File: src/rtl/div_ctrl_pkg.sv
// Shared encodings for the multi-cycle divider: FSM states, ready flag values
// and the EX-side start/stop encoding.
package div_ctrl_pkg;

  typedef enum logic [1:0] {
    DIV_IDLE   = 2'b00,
    DIV_BYZERO = 2'b01,
    DIV_RUN    = 2'b10,
    DIV_DONE   = 2'b11
  } div_state_e;

  localparam logic DIV_RESULT_READY     = 1'b1;
  localparam logic DIV_RESULT_NOT_READY = 1'b0;

  localparam logic DIV_START = 1'b1;
  localparam logic DIV_STOP  = 1'b0;

endpackage

File: src/rtl/div_step.sv
// One restoring-division step: trial-subtract the divisor from the partial
// remainder and keep the difference only when it does not go negative.
module div_step #(
  parameter int DATA_W = 32
) (
  input  logic [DATA_W:0]   partial,
  input  logic [DATA_W-1:0] divisor,
  output logic [DATA_W-1:0] rem_next,
  output logic              q_bit
);

  logic [DATA_W:0] diff;

  // The partial remainder is always below twice the divisor, so the sign of
  // the (DATA_W+1)-bit difference is exactly "partial < divisor".
  always_comb begin
    diff     = partial - {1'b0, divisor};
    q_bit    = ~diff[DATA_W];
    rem_next = q_bit ? diff[DATA_W-1:0] : partial[DATA_W-1:0];
  end

endmodule

File: src/rtl/div_ctrl.sv
// DIV/DIVU sequencer: accepts a request from EX, runs DATA_W restoring steps
// on operand magnitudes, applies the sign fixup and returns {rem, quot}.
module div_ctrl
  import div_ctrl_pkg::*;
#(
  parameter int DATA_W = 32
) (
  input  logic                  clk,
  input  logic                  rst,
  input  logic                  start_i,
  input  logic                  signed_i,
  input  logic [DATA_W-1:0]     opdata1_i,
  input  logic [DATA_W-1:0]     opdata2_i,
  input  logic                  annul_i,
  output logic [2*DATA_W-1:0]   result_o,
  output logic                  ready_o,
  output logic                  busy_o
);

  localparam int CNT_W = $clog2(DATA_W) + 1;

  div_state_e          state, state_next;
  logic [CNT_W-1:0]    cnt, cnt_next;
  logic [DATA_W-1:0]   quo, quo_next;
  logic [DATA_W-1:0]   rem, rem_next;
  logic [DATA_W-1:0]   dvs, dvs_next;
  logic                sign_q, sign_q_next;
  logic                sign_r, sign_r_next;
  logic [2*DATA_W-1:0] result_next;
  logic                ready_next;
  logic                busy_next;

  logic [DATA_W-1:0]   step_rem;
  logic                step_q;
  logic [DATA_W-1:0]   final_quo;
  logic                abort;
  logic                accept;

  function automatic logic [DATA_W-1:0] magnitude(input logic [DATA_W-1:0] v,
                                                  input logic              is_signed);
    return (is_signed && v[DATA_W-1]) ? -v : v;
  endfunction

  // The dividend register doubles as the quotient: its MSB feeds the next
  // step while the new quotient bit enters at the LSB.
  div_step #(.DATA_W(DATA_W)) u_step (
    .partial  ({rem, quo[DATA_W-1]}),
    .divisor  (dvs),
    .rem_next (step_rem),
    .q_bit    (step_q)
  );

  assign final_quo = {quo[DATA_W-2:0], step_q};
  assign abort     = annul_i || (start_i == DIV_STOP);
  assign accept    = (start_i == DIV_START) && !annul_i;

  // NOTE: every signal written here gets a default first, so no path through
  // the case statement can leave one unassigned and infer a latch.
  always_comb begin
    state_next  = state;
    cnt_next    = cnt;
    quo_next    = quo;
    rem_next    = rem;
    dvs_next    = dvs;
    sign_q_next = sign_q;
    sign_r_next = sign_r;
    result_next = '0;
    ready_next  = DIV_RESULT_NOT_READY;

    case (state)
      DIV_IDLE: begin
        if (accept) begin
          if (opdata2_i == '0) begin
            state_next = DIV_BYZERO;
          end else begin
            quo_next    = magnitude(opdata1_i, signed_i);
            dvs_next    = magnitude(opdata2_i, signed_i);
            rem_next    = '0;
            sign_q_next = signed_i && (opdata1_i[DATA_W-1] ^ opdata2_i[DATA_W-1]);
            sign_r_next = signed_i && opdata1_i[DATA_W-1];
            cnt_next    = '0;
            state_next  = DIV_RUN;
          end
        end
      end

      DIV_BYZERO: begin
        if (abort) begin
          state_next = DIV_IDLE;
        end else begin
          ready_next = DIV_RESULT_READY;
          state_next = DIV_DONE;
        end
      end

      DIV_RUN: begin
        if (abort) begin
          state_next = DIV_IDLE;
        end else begin
          quo_next = final_quo;
          rem_next = step_rem;
          cnt_next = cnt + CNT_W'(1);
          if (cnt == CNT_W'(DATA_W - 1)) begin
            result_next = {sign_r ? -step_rem : step_rem,
                           sign_q ? -final_quo : final_quo};
            ready_next  = DIV_RESULT_READY;
            state_next  = DIV_DONE;
          end
        end
      end

      DIV_DONE: begin
        if (abort) begin
          state_next = DIV_IDLE;
        end else begin
          result_next = result_o;
          ready_next  = DIV_RESULT_READY;
        end
      end

      default: state_next = DIV_IDLE;
    endcase

    busy_next = (state_next != DIV_IDLE);
  end

  // NOTE: state uses non-blocking assignments so every register samples the
  // values computed from the previous cycle, independent of statement order.
  // NOTE: all datapath registers are reset too, so a reset mid-divide leaves no
  // stale operands visible on the outputs or in the next operation.
  always_ff @(posedge clk or negedge rst) begin
    if (!rst) begin
      state    <= DIV_IDLE;
      cnt      <= '0;
      quo      <= '0;
      rem      <= '0;
      dvs      <= '0;
      sign_q   <= 1'b0;
      sign_r   <= 1'b0;
      result_o <= '0;
      ready_o  <= DIV_RESULT_NOT_READY;
      busy_o   <= 1'b0;
    end else begin
      state    <= state_next;
      cnt      <= cnt_next;
      quo      <= quo_next;
      rem      <= rem_next;
      dvs      <= dvs_next;
      sign_q   <= sign_q_next;
      sign_r   <= sign_r_next;
      result_o <= result_next;
      ready_o  <= ready_next;
      busy_o   <= busy_next;
    end
  end

endmodule

File: config.mk
export PLATFORM = sky130hd
export DESIGN_NAME = div_ctrl
export DESIGN_NICKNAME = d
export VERILOG_FILES = /design/src/rtl/div_ctrl_pkg.sv /design/src/rtl/div_step.sv /design/src/rtl/div_ctrl.sv
export SDC_FILE = /design/constraint.sdc
export NUM_CORES = 1
export LEC_CHECK = 0
export ABC_AREA = 1
export BUFFER_PORTS_ARGS = -buffer_cell sky130_fd_sc_hd__buf_2
export CAP_MARGIN = 20
export CORE_MARGIN = 3
export CORE_UTILIZATION = 35
export CTS_CLUSTER_SIZE = 12
export DETAILED_ROUTE_END_ITERATION = 6
export SYNTH_ARGS = -nofsm -noshare
export SYNTH_HDL_FRONTEND = slang
export SYNTH_SLANG_ARGS = --single-unit
export TNS_END_PERCENT = 100
File: constraint.sdc
create_clock -name clk -period 8 [get_ports clk]
set_input_delay 0.4 -clock clk [delete_from_list [all_inputs] [get_ports clk]]
set_output_delay 0.4 -clock clk [all_outputs]
set_load 0.05 [all_outputs]
==> implementation parameters <==
Parameter                              Value

Floorplan
  Starting utilization of the core area ... 36.0%
  Chip height ... roughly 200 um
  Placeable core region ... around 36000 um2
  I/O pin cnt ... 135
  Die Footprint ... 39400 um2
  Overall die width ... slightly below 200 um
  Num rows ... slightly below 70

Clock network
  TritonCTS buffer count ... 17
  Clock latency at the later pin of the worst-skew pair ... approximately 0.45 ns
  Clock slew at the register clock pins of the worst setup and hold paths ... 0.08 ns
  Root Buffer Master ... clkbuf_16
  H-tree depth ... 4
  Sinks on the clock net ... 172
  Maximum clock insertion buffer count ... 2
  Quantity of gates resized following cts ... 0
  Clock tree from TritonCTS ... built

Placement
  Cells after DPL ... between 2000 and 3000
  Placed instance area ... between 10000 and 15000 um2
  Final RePlAce weighted congestion ... 0.909
  Port Buffer Count ... 134
  Post-DP HPWL ... 34.6 mm

Detailed routing
  Antenna-violating nets left ... 0
  Sum of routed wire length over all layers ... 43.8 mm
  Via count ... 13291
  Routed vias/inst ... slightly above 5
  Number of design rule violations left after detail routing ... 0
  Router iterations before antenna repair ... 7
  1st-iter DRT viols ... 1211
  Mean routed wirelength per cell ... 16.9 um

Power
  Leakage component of the power ... 7.82 nW
  Seq pwr share ... 25.4%
  Net switching share of the total power ... 50.1%
  Cell internal pwr ... between 0.002 and 0.0025 W
  Power density cells ... 282 nW/um2
  Combinational cell fraction of total power ... 53.4%
  Clock group share of total power ... between 20% and 30%
  Worst IR Drop VDD ... 0.000188 V
  Net switching power ... 0.00207 W

Worst setup path
  Setup slack on the worst flop-to-flop path ... 3.13 ns
  Setup CP Type ... reg2reg
  Crit path capture type ... register
  Critical Path Source Type ... register
  Origin of the critical flop-to-flop path ... quo[31]
  Maximum fanout count along the critical path ... 52
  R2R depth ... 27
  Critical path data required time ... between 8 and 9 ns
  R2r endpoint ... result_o[28]
  WP data arrival ... approximately 5.2 ns

Finish
  Final cell count without fillers ... between 2000 and 3000
  Commonest non-fill, non-tap cells in the layout ... nand2_1 (679), inv_1 (248), nor2_1 (193), dfrtp_1 (172), o21ai_0 (156)
  Most common cell after layout, fill and taps aside ... nand2_1
  Total area of multi-input combinational cells ... roughly 7400 um2
  Number of fill cells in the layout ... 3833
  Synthesis-to-layout area growth ... 13.2%
  Design Area, Final ... 14700 um2
  Net total in the final layout ... about 2200
  Antenna cells ... 0
  Fraction of final layout cells with drive strength greater than 1 ... 10.5%
  Sequential cell area ... 4300 um2

Job
  Maximum capacitance violations ... 0

Outcome
  Status ... finished, final reports clean

Hold path
  Sink of the worst hold path ... busy_o
  Worst hold path class ... in2reg
  Worst hold path depth ... 2
  Startpoint of the tightest hold check path ... annul_i

Logic synthesis
  Post-synth EDFFs ... 0
  Cell area after technology mapping ... 13000 um2
  Post-synth top flop ... dfrtp_1
  Count of different cell masters after synthesis ... 52
  Flip-flop and latch count after synthesis ... around 170
  Count of warnings emitted by yosys ... 0
  Gate count after technology mapping ... about 2000
  Syn_nets ... roughly 2100
  Sequential area share after synthesis ... 33.2%
  Average footprint of a synthesized cell ... 6.45 um2
  Asr flop ratio synth ... 100%

Timing
  RSZ-0062 raised after global routing ... false
  Max-slew violation total from the final report ... 0
  Clk_skew ... 0.0164 ns
  Least-Margin Pin Slew ... 1.03 ns
  Fmax ... 205 MHz
  Smallest hold slack ... 0.154 ns
  Total negative slack for setup checks ... 0 ns
  Final clock period utilization by the worst path ... 60.8%
  Final hold violations ... 0
  Tightest slew margin relative to the limit ... 31.4%
  Count of final setup violators ... 0
  Min Tclk post-route ... 4.87 ns

Global routing
  Number of antenna violations at the first check in global routing ... 2
  Overflow after GRT ... 0
  First-pass GRT wire length ... 69.0 mm
  Maximum number of pins on one net before global-route repair ... 66
  Global-route total usage across every layer ... between 20% and 30%
  Number of global-route vias before repair ... 12458
cells by family (layout without fill, tap and decap cells):
family / after synthesis / in the layout / share of synthesized area [%]
AOI/OAI and AO/OA: 317 / 317 / 13.6
xor gates and xnor gates: 59 / 59 / 3.99
adders and majority gates: 38 / 38 / 3.73
buffers and inverters: 312 / 432 / 9.56
DFF: 172 / 172 / 33.2
and+or+nand+nor: 1113 / 1113 / 35.9
sequential cells by signal, indices dropped and copies added (netlist names):
register and count:
sign_q 1, state 2, quo 32, ready_o 1, cnt 6, busy_o 1, rem 32, dvs 32
sign_r 1, result_o 64
Yosys cell counts (all sizes together), types with 12 or more instances:
master  number  share of area [%]
dfrtp      172                 33
buf         18                1.0
inv        250                7.2
o22ai       38                1.8
xnor2       12               0.81
nand3      127                5.0
nand2      698                 21
clkbuf      40                1.2
o21ai      173                6.7
nand4       27                1.3
xor2        47                3.2
ha          37                3.6
nor2       203                6.1
nor3        33                1.3
a21oi       69                2.8
per-stage QoR:
stage	util [%]	setup slack [ns]	total power (W)
6_report	40.7	3.13	0.00413
4_1_cts	40.7	3.14	0.00413
2_1_floorplan	-	4.01	0.00267
3_5_place_dp	38.9	3.16	0.00324
3_3_place_gp	38.9	3.24	0.00323
5_1_grt	40.7	2.43	0.00449
power groups by stage:
stage / Combinational, W / Clock (W) / Sequential, W
6_report: 0.00221 / 0.000878 / 0.00105
5_1_grt: 0.00250 / 0.000926 / 0.00106
4_1_cts: 0.00218 / 0.000890 / 0.00106
3_5_place_dp: 0.00217 / 0 / 0.00107
3_3_place_gp: 0.00216 / 0 / 0.00107
2_1_floorplan: 0.00164 / 0 / 0.00103
area by class of cell:
type	instances	share of cell area (%)
clock buffers	18	2.99
clock inverters	14	1.21
inverters	254	6.50
multi-input cells	1527	50.6
flip-flops and latches	172	29.3
well taps	461	3.93
repair buffers	146	5.38
worst max-delay path by stage:
stage	startpoint	to	slack (ns)	depth (start not counted)
3_5_place_dp	quo[31]	result_o[26]	3.16	28
3_3_place_gp	quo[31]	result_o[26]	3.24	28
5_1_grt	quo[31]	result_o[26]	2.43	28
6_report	quo[31]	result_o[28]	3.13	27
4_1_cts	quo[31]	result_o[28]	3.14	27
2_1_floorplan	quo[31]	result_o[26]	4.01	30
critical path: stages (launching register included):
cell and delay, ns:
dfrtp_1 0.33, inv_1 0.05, ha_1 0.22, fa_1 0.41
inv_1 0.09, nand2_1 0.05, nand2_1 0.07, nand3_1 0.07
nand2_1 0.17, nand2_1 0.09, nand2_2 0.10, nand2_4 0.07
nand2_4 0.08, nand2_4 0.08, nand2_4 0.45, ha_1 0.29
nand3_1 0.11, nor3_1 0.23, inv_1 0.09, nor3_1 0.30
nand3_1 0.19, nor2_1 0.31, nand2_1 0.17, o21ai_0 0.29
o21ai_0 0.19, nand2_1 0.09, nand2_1 0.05, o21ai_0 0.16
repair_timing:
item | in CTS | in global routing
hold buffers | 1 | 0
endpoints found under the setup margin | 0 | 0
hold endpoints to repair | 42 | 0
buffers inserted | 0 | 0
metal layers:
layer	wire length, um	up-vias	share of wire (%)	track usage, %
li1	-	6677	-	-
met1	21200	6203	48	32.5
met2	19700	371	45	35.4
met3	2150	40	4.9	2.88
met4	786	0	1.8	5.18
met5	0	-	0	0
No activity file was read; power rests on OpenSTA's default activity.
